===== src/rtl/x2m_ff.sv =====
`default_nettype none
// ============================================================================
// Module      : x2m_ff
// Description : Execute-to-Memory pipeline register. Supports stall (hold),
//               flush (bubble insert) and a RUN/HALT/HALTED retirement FSM
//               with a sticky haltedM flag.
//               Optional stall/bubble performance counters are built when
//               the macro X2M_PERF_CNT_EN is defined.
// Revision    : 1.0 - initial release
// ============================================================================
module x2m_ff (
  input  logic        clk,
  input  logic        rst,
  input  logic [15:0] aluResX,
  input  logic [15:0] wrtDataX,
  input  logic [15:0] incPCX,
  input  logic        memWrtX,
  input  logic        readEnX,
  input  logic        regWrtX,
  input  logic        haltX,
  input  logic        validX,
  input  logic [1:0]  wbDataSelX,
  input  logic [2:0]  wrtRegX,
  input  logic        stallM,
  input  logic        flushX,
  output logic [15:0] aluResM,
  output logic [15:0] wrtDataM,
  output logic [15:0] incPCM,
  output logic        memWrtM,
  output logic        readEnM,
  output logic        regWrtM,
  output logic        haltM,
  output logic        validM,
  output logic [1:0]  wbDataSelM,
  output logic [2:0]  wrtRegM,
`ifdef X2M_PERF_CNT_EN
  output logic [15:0] stallCnt,
  output logic [15:0] bubbleCnt,
`endif
  output logic        haltedM
);

  typedef enum logic [1:0] {
    RUN    = 2'd0,
    HALT   = 2'd1,
    HALTED = 2'd2
  } state_e;

  // One pipeline entry; an all-zero entry is a bubble.
  typedef struct packed {
    logic [15:0] alu;
    logic [15:0] wdata;
    logic [15:0] pc;
    logic        mem_wrt;
    logic        read_en;
    logic        reg_wrt;
    logic        halt;
    logic        valid;
    logic [1:0]  wb_sel;
    logic [2:0]  wrt_reg;
  } entry_t;

  state_e state_q, state_d;
  entry_t entry_q, entry_d;
  logic   halted_q;

  // Next-state and next-entry selection; hold is the default action.
  always_comb begin
    state_d = state_q;
    entry_d = entry_q;
    case (state_q)
      RUN: begin
        if (stallM) begin
          entry_d = entry_q;
        end else if (flushX || !validX) begin
          // Invalid or squashed entries become bubbles so that no control
          // bit can ever be set alongside validM=0.
          entry_d = '0;
        end else begin
          entry_d = '{alu:     aluResX,
                      wdata:   wrtDataX,
                      pc:      incPCX,
                      mem_wrt: memWrtX,
                      read_en: readEnX,
                      reg_wrt: regWrtX,
                      halt:    haltX,
                      valid:   1'b1,
                      wb_sel:  wbDataSelX,
                      wrt_reg: wrtRegX};
          if (haltX) state_d = HALT;
        end
      end
      HALT: begin
        // Halt entry sits on the outputs until M is free, then retires.
        if (!stallM) begin
          entry_d = '0;
          state_d = HALTED;
        end
      end
      HALTED: begin
        entry_d = '0;
      end
      default: begin
        entry_d = '0;
        state_d = RUN;
      end
    endcase
  end

  // State, entry and sticky halted flag registers.
  always_ff @(posedge clk) begin
    if (rst) begin
      state_q  <= RUN;
      entry_q  <= '0;
      halted_q <= 1'b0;
    end else begin
      state_q  <= state_d;
      entry_q  <= entry_d;
      halted_q <= (state_d == HALTED);
    end
  end

  assign aluResM    = entry_q.alu;
  assign wrtDataM   = entry_q.wdata;
  assign incPCM     = entry_q.pc;
  assign memWrtM    = entry_q.mem_wrt;
  assign readEnM    = entry_q.read_en;
  assign regWrtM    = entry_q.reg_wrt;
  assign haltM      = entry_q.halt;
  assign validM     = entry_q.valid;
  assign wbDataSelM = entry_q.wb_sel;
  assign wrtRegM    = entry_q.wrt_reg;
  assign haltedM    = halted_q;

`ifdef X2M_PERF_CNT_EN
  logic [15:0] stall_cnt_q;
  logic [15:0] bubble_cnt_q;
  logic        stall_cnt_en;
  logic        bubble_cnt_en;

  assign stall_cnt_en  = stallM && (state_q != HALTED);
  assign bubble_cnt_en = (state_q == RUN) && !stallM && (flushX || !validX);

  // Saturating counters for stall cycles and bubbles inserted while running.
  always_ff @(posedge clk) begin
    if (rst) begin
      stall_cnt_q  <= '0;
      bubble_cnt_q <= '0;
    end else begin
      if (stall_cnt_en && (stall_cnt_q != 16'hFFFF))
        stall_cnt_q <= stall_cnt_q + 16'd1;
      if (bubble_cnt_en && (bubble_cnt_q != 16'hFFFF))
        bubble_cnt_q <= bubble_cnt_q + 16'd1;
    end
  end

  assign stallCnt  = stall_cnt_q;
  assign bubbleCnt = bubble_cnt_q;
`endif

endmodule
`default_nettype wire

===== config.mk =====
export PLATFORM = sky130hd
export DESIGN_NAME = x2m_ff
export DESIGN_NICKNAME = d
export VERILOG_FILES = /design/src/rtl/x2m_ff.sv
export SDC_FILE = /design/constraint.sdc
export NUM_CORES = 1
export LEC_CHECK = 0
export ABC_AREA = 0
export BUFFER_PORTS_ARGS = -buffer_cell sky130_fd_sc_hd__buf_4
export CORE_MARGIN = 3
export CORE_UTILIZATION = 42
export CTS_CLUSTER_SIZE = 24
export DETAILED_ROUTE_END_ITERATION = 8
export PLACE_DENSITY = 0.77
export SYNTH_ARGS = -nofsm -noshare
export SYNTH_HDL_FRONTEND = slang
export SYNTH_SLANG_ARGS = --single-unit

===== constraint.sdc =====
create_clock -name clk -period 1.6 [get_ports clk]
set_input_delay 0.16 -clock clk [delete_from_list [all_inputs] [get_ports clk]]
set_output_delay 0.16 -clock clk [all_outputs]
set_load 0.005 [all_outputs]

---- After elaboration in Yosys (flattened, before gate mapping) ----
Index checks and enable logic that the tools add are counted.
word-level totals
  bits of input ports ..................... 62
  RAM bits ................................ 0
  memories ................................ 0
  output and inout bits ................... 59
  ROM bits ................................ 0
  flip-flop bits (word level) ............. 61
  word-level logic and storage cells ...... 30
  bits in latches ......................... 0
cells by class
  magnitude comparators ................... 0
  shift-type cells ........................ 0
  reduce and logical (&&, ||, !) cells .... 4
  multipliers ............................. 0
  bitwise operators ....................... 0
  multiplexer cells ....................... 9
  equality and inequality tests ........... 5
  add/sub/neg operators ................... 0
  div/mod/pow operators ................... 0
operators by type and width
  cell                                                                   number
  58-bit two-way mux                                                     3
  58-bit one-hot mux with 2 select lines                                 1
  2-bit two-way mux                                                      4
  2-bit one-hot mux with 3 select lines                                  1
  2-bit equality test, second input constant                             2
  2-bit != test, second input constant                                   2
  2-bit by 1-bit equality test with 1-bit output, second input constant  1
  2-bit logical NOT                                                      1
  2-bit AND reduction                                                    1
  1-bit logical NOT                                                      1
  1-bit logical OR                                                       1

---- Longest topological paths before layout ----
  word-level depth ........................ 6
  gate-level depth with buffers ........... 4
  gate-level depth less buffers ........... 2

---- Worst setup path after synthesis ----
OpenSTA, ideal clock, no wires.
  kind .................................... flip-flop to flip-flop
  from .................................... register state_q[0]
  to ...................................... register entry_q, in the netlist incPCM[10]
  slack ................................... 0.391 ns
  stages on the path, launching flop included .. 5
  library setup time ...................... 0.061 ns
  period minus slack after synthesis ...... 1.209 ns
  data arrival time ....................... 1.148 ns
  path buffers ............................ 2
  required time ........................... 1.539 ns
  cell sequence ........................... dfxtp_1 > nor4b_4 > buf_4 > buf_4 > a32o_1
on the way
  word-level cells in the longest chain between the ends .. 3
  elaborated cells on any way between the ends .. 6
  those cells by class .................... eq/ne: 3; mux: 1; reduce/logical: 2
RTL lines
  what                                                                                 line  RTL
  from (decl)                                                                          63    state_e state_q, state_d;
  from (signal assigned)                                                               117   state_q <= state_d;
  2-bit by 1-bit equality test with 1-bit output or 2-bit logical NOT (tied branches)  71    case (state_q)
  2-bit != test (no source line)                                                       n/a
  2-bit AND reduction (no source line)                                                 n/a
  to (signal assigned)                                                                 118   entry_q <= entry_d;
  to (decl)                                                                            64    entry_t entry_q, entry_d;
Several ways; a longest one is shown, not always the timed one.
A chain may end at the register's enable or synchronous reset.

---- Worst setup path in the final report ----
  from .................................... register state_q[1]
  to ...................................... register entry_q, in the netlist aluResM[11]
Same word-level chain as after synthesis.

==> metrics <==
Hold WC Path Type in -> reg; DRC 0; top-count cell post-synth dfxtp_1; clock tree root buffer cell clkbuf_8; input/output buffers between 100 and 150; final hold viol count 0; Area contributors post-synth dfxtp_1 (62%), a32o_1 (30%), clkbuf_1 (1.7%), buf_2 (1.5%), nor4b_4 (1.2%); Critical Path AT about 1.7 ns; Lkg Pwr between 1 and 1.5 nW; nets approximately 330; CTS buffer count 9; Hold EP state_q[1]; clock-pin slew on the worst setup and hold paths ~0.06 ns; Slew Limit Fails 0; predominant post-synthesis flop cell dfxtp_1; fmax 692 MHz; Hold WS around 0.061 ns; unrepaired setup endpoints after global routing no; die width 74.3 um; HPWL after DPL approximately 3700 um; Initial Util around 44%; Post-Syn Area ~2000 sq um; post-synth net total between 200 and 250; post-synthesis sequential area ratio roughly 62%; pin count of the biggest net entering global routing 35; area fraction of the dominant cell type after synthesis between 60 and 70%; total gr overflow 0; H-tree depth 3; # hold bufs at CTS 0; via count about 1.8k; WL/cell 16.3 um; final setup fails 0; First DRT Iteration DRCs 72; area leader, netlist dfxtp_1; Final min period ~1.4 ns; Least-Margin Pin Slew approximately 0.67 ns; #FFs+latches synth between 60 and 70; ant diodes 0; initial antenna violation count 0; HP Start rst; Slew HR 55.5%; Hold Path Stages 2; postcts setup bufs 0; number of routed nets with antenna violations 0; CP startpoint kind flip-flop; CP required between 1.5 and 2 ns; aggregate negative setup slack 0 ns; Routability Congestion between 0.7 and 0.8; drt first pass iters 4; reg-to-reg slack, setup ~0.15 ns; FF-to-FF End aluResM[11]; Worst Setup SP state_q[1]; reg2reg start state_q[1]; share of layout cells above drive strength 1 a little over half; R2R depth 3; area grow syn2layout 57.5%; vias per cell about 5.5; Placement Rows 24; Core Box Area between 4000 and 5000 sq um; Post-synth EDFFs 0; TritonCTS clock tree done; GRT Total Usage 18.8%; status finished, final reports clean; first-pass GRT wire length approximately 7700 um; Worst setup EP type flip-flop; critical path class reg -> reg; max-cap violation count 0; post-synth cell types 12; Critical Path Fanout Max 31; die area approximately 5500 sq um; post-synthesis average cell area between 10 and 15 sq um; peak supply drop 961 uV; Die Y about 74 um; Max clock buf depth 2; IO Pins 121; vias in the first global route about 1.7k; top cells by instance count after synthesis dfxtp_1 (61), a32o_1 (58), clkbuf_1 (9), buf_2 (6), buf_4 (3); cts repair resizes 0; ys async rst share 0%; ratio of total power to cell area 989 nW/um^2; clock latency on the worst-skew pair between 0.3 and 0.4 ns; Routed Wire Length between 5000 and 6000 um; period utilization 90.4%; Cells after Synth between 100 and 150; TritonCTS sink count between 60 and 70; Worst Skew between 0.003 and 0.004 ns; Synthesis Warnings 0
[area by class of cell]
type | instances | area [sq um]
clock buffers | 15 | 166
clock inverters | 1 | 5.00
fillers | 380 | 1360
multi-input cells | 66 | 668
flip-flops and latches | 61 | 1220
well taps | 52 | 65.1
repair buffers | 125 | 963
[flip-flops by register name (all words and copies together) (netlist names), 2 cells and up]
signal,count
wrtDataM,16
aluResM,16
state_q,2
incPCM,16
wrtRegM,3
wbDataSelM,2
[worst max path at each step]
stage,endpoint,depth (start not counted)
after floorplan,incPCM[10],4
after global placement,state_q[0],3
after detailed placement,aluResM[13],3
after CTS,aluResM[13],3
after global routing,wrtRegM[0],3
final,aluResM[11],3
[power breakdown]
part	internal [mW]	leakage (nW)	total, mW	switching, mW
combinational	0.186	0.778	0.310	0.124
sequential	1.56	0.494	1.58	0.0199
clock	0.647	0.0877	1.17	0.522
[cell families after synthesis]
kind of cell	Yosys count	share of synthesized area, %
AO/OA/AOI/OAI	61	30.5
AND/OR/NAND/NOR	5	2.81
flip-flops	61	62.2
buffers and inverters	18	4.40
[cell usage in the layout (no fill, tap or decap)]
master,synthesis,final
or3b_2,1,1
clkinv_2,0,1
nand2b_1,1,1
buf_4,3,123
nor3b_4,0,1
clkbuf_8,0,11
a32o_1,58,58
clkbuf_1,9,4
dfxtp_1,61,61
a21oi_1,2,2
nor2_4,0,1
a22o_1,1,1
buf_12,0,2
nor4b_4,1,1
[layer usage]
layer / up-vias / GRT usage [%] / routed length (um)
li1: 843 / - / -
met2: 76 / 31.1 / 2630
met4: 0 / 10.3 / 38
met5: - / 0 / 0
met3: 4 / 9.05 / 565
met1: 843 / 19.7 / 1990
[through the flow]
step	worst slack [ns]	total power [mW]	utilization [%]	std cells	instance area (sq um)
floorplan	0.391	1.72	-	145	1960
global placement	0.170	1.92	65.7	304	2920
detailed placement	0.157	1.92	65.7	304	2920
CTS	0.142	3.11	69.5	320	3090
global route	0.0389	3.19	69.5	320	3090
finish	0.154	3.06	69.5	320	3090
[critical path: stages, from the launching register on]
cell	delay, ns
dfxtp_1	0.37
nor2_4	0.56
buf_12	0.26
a32o_1	0.18
(Power assumes the default switching activity.)
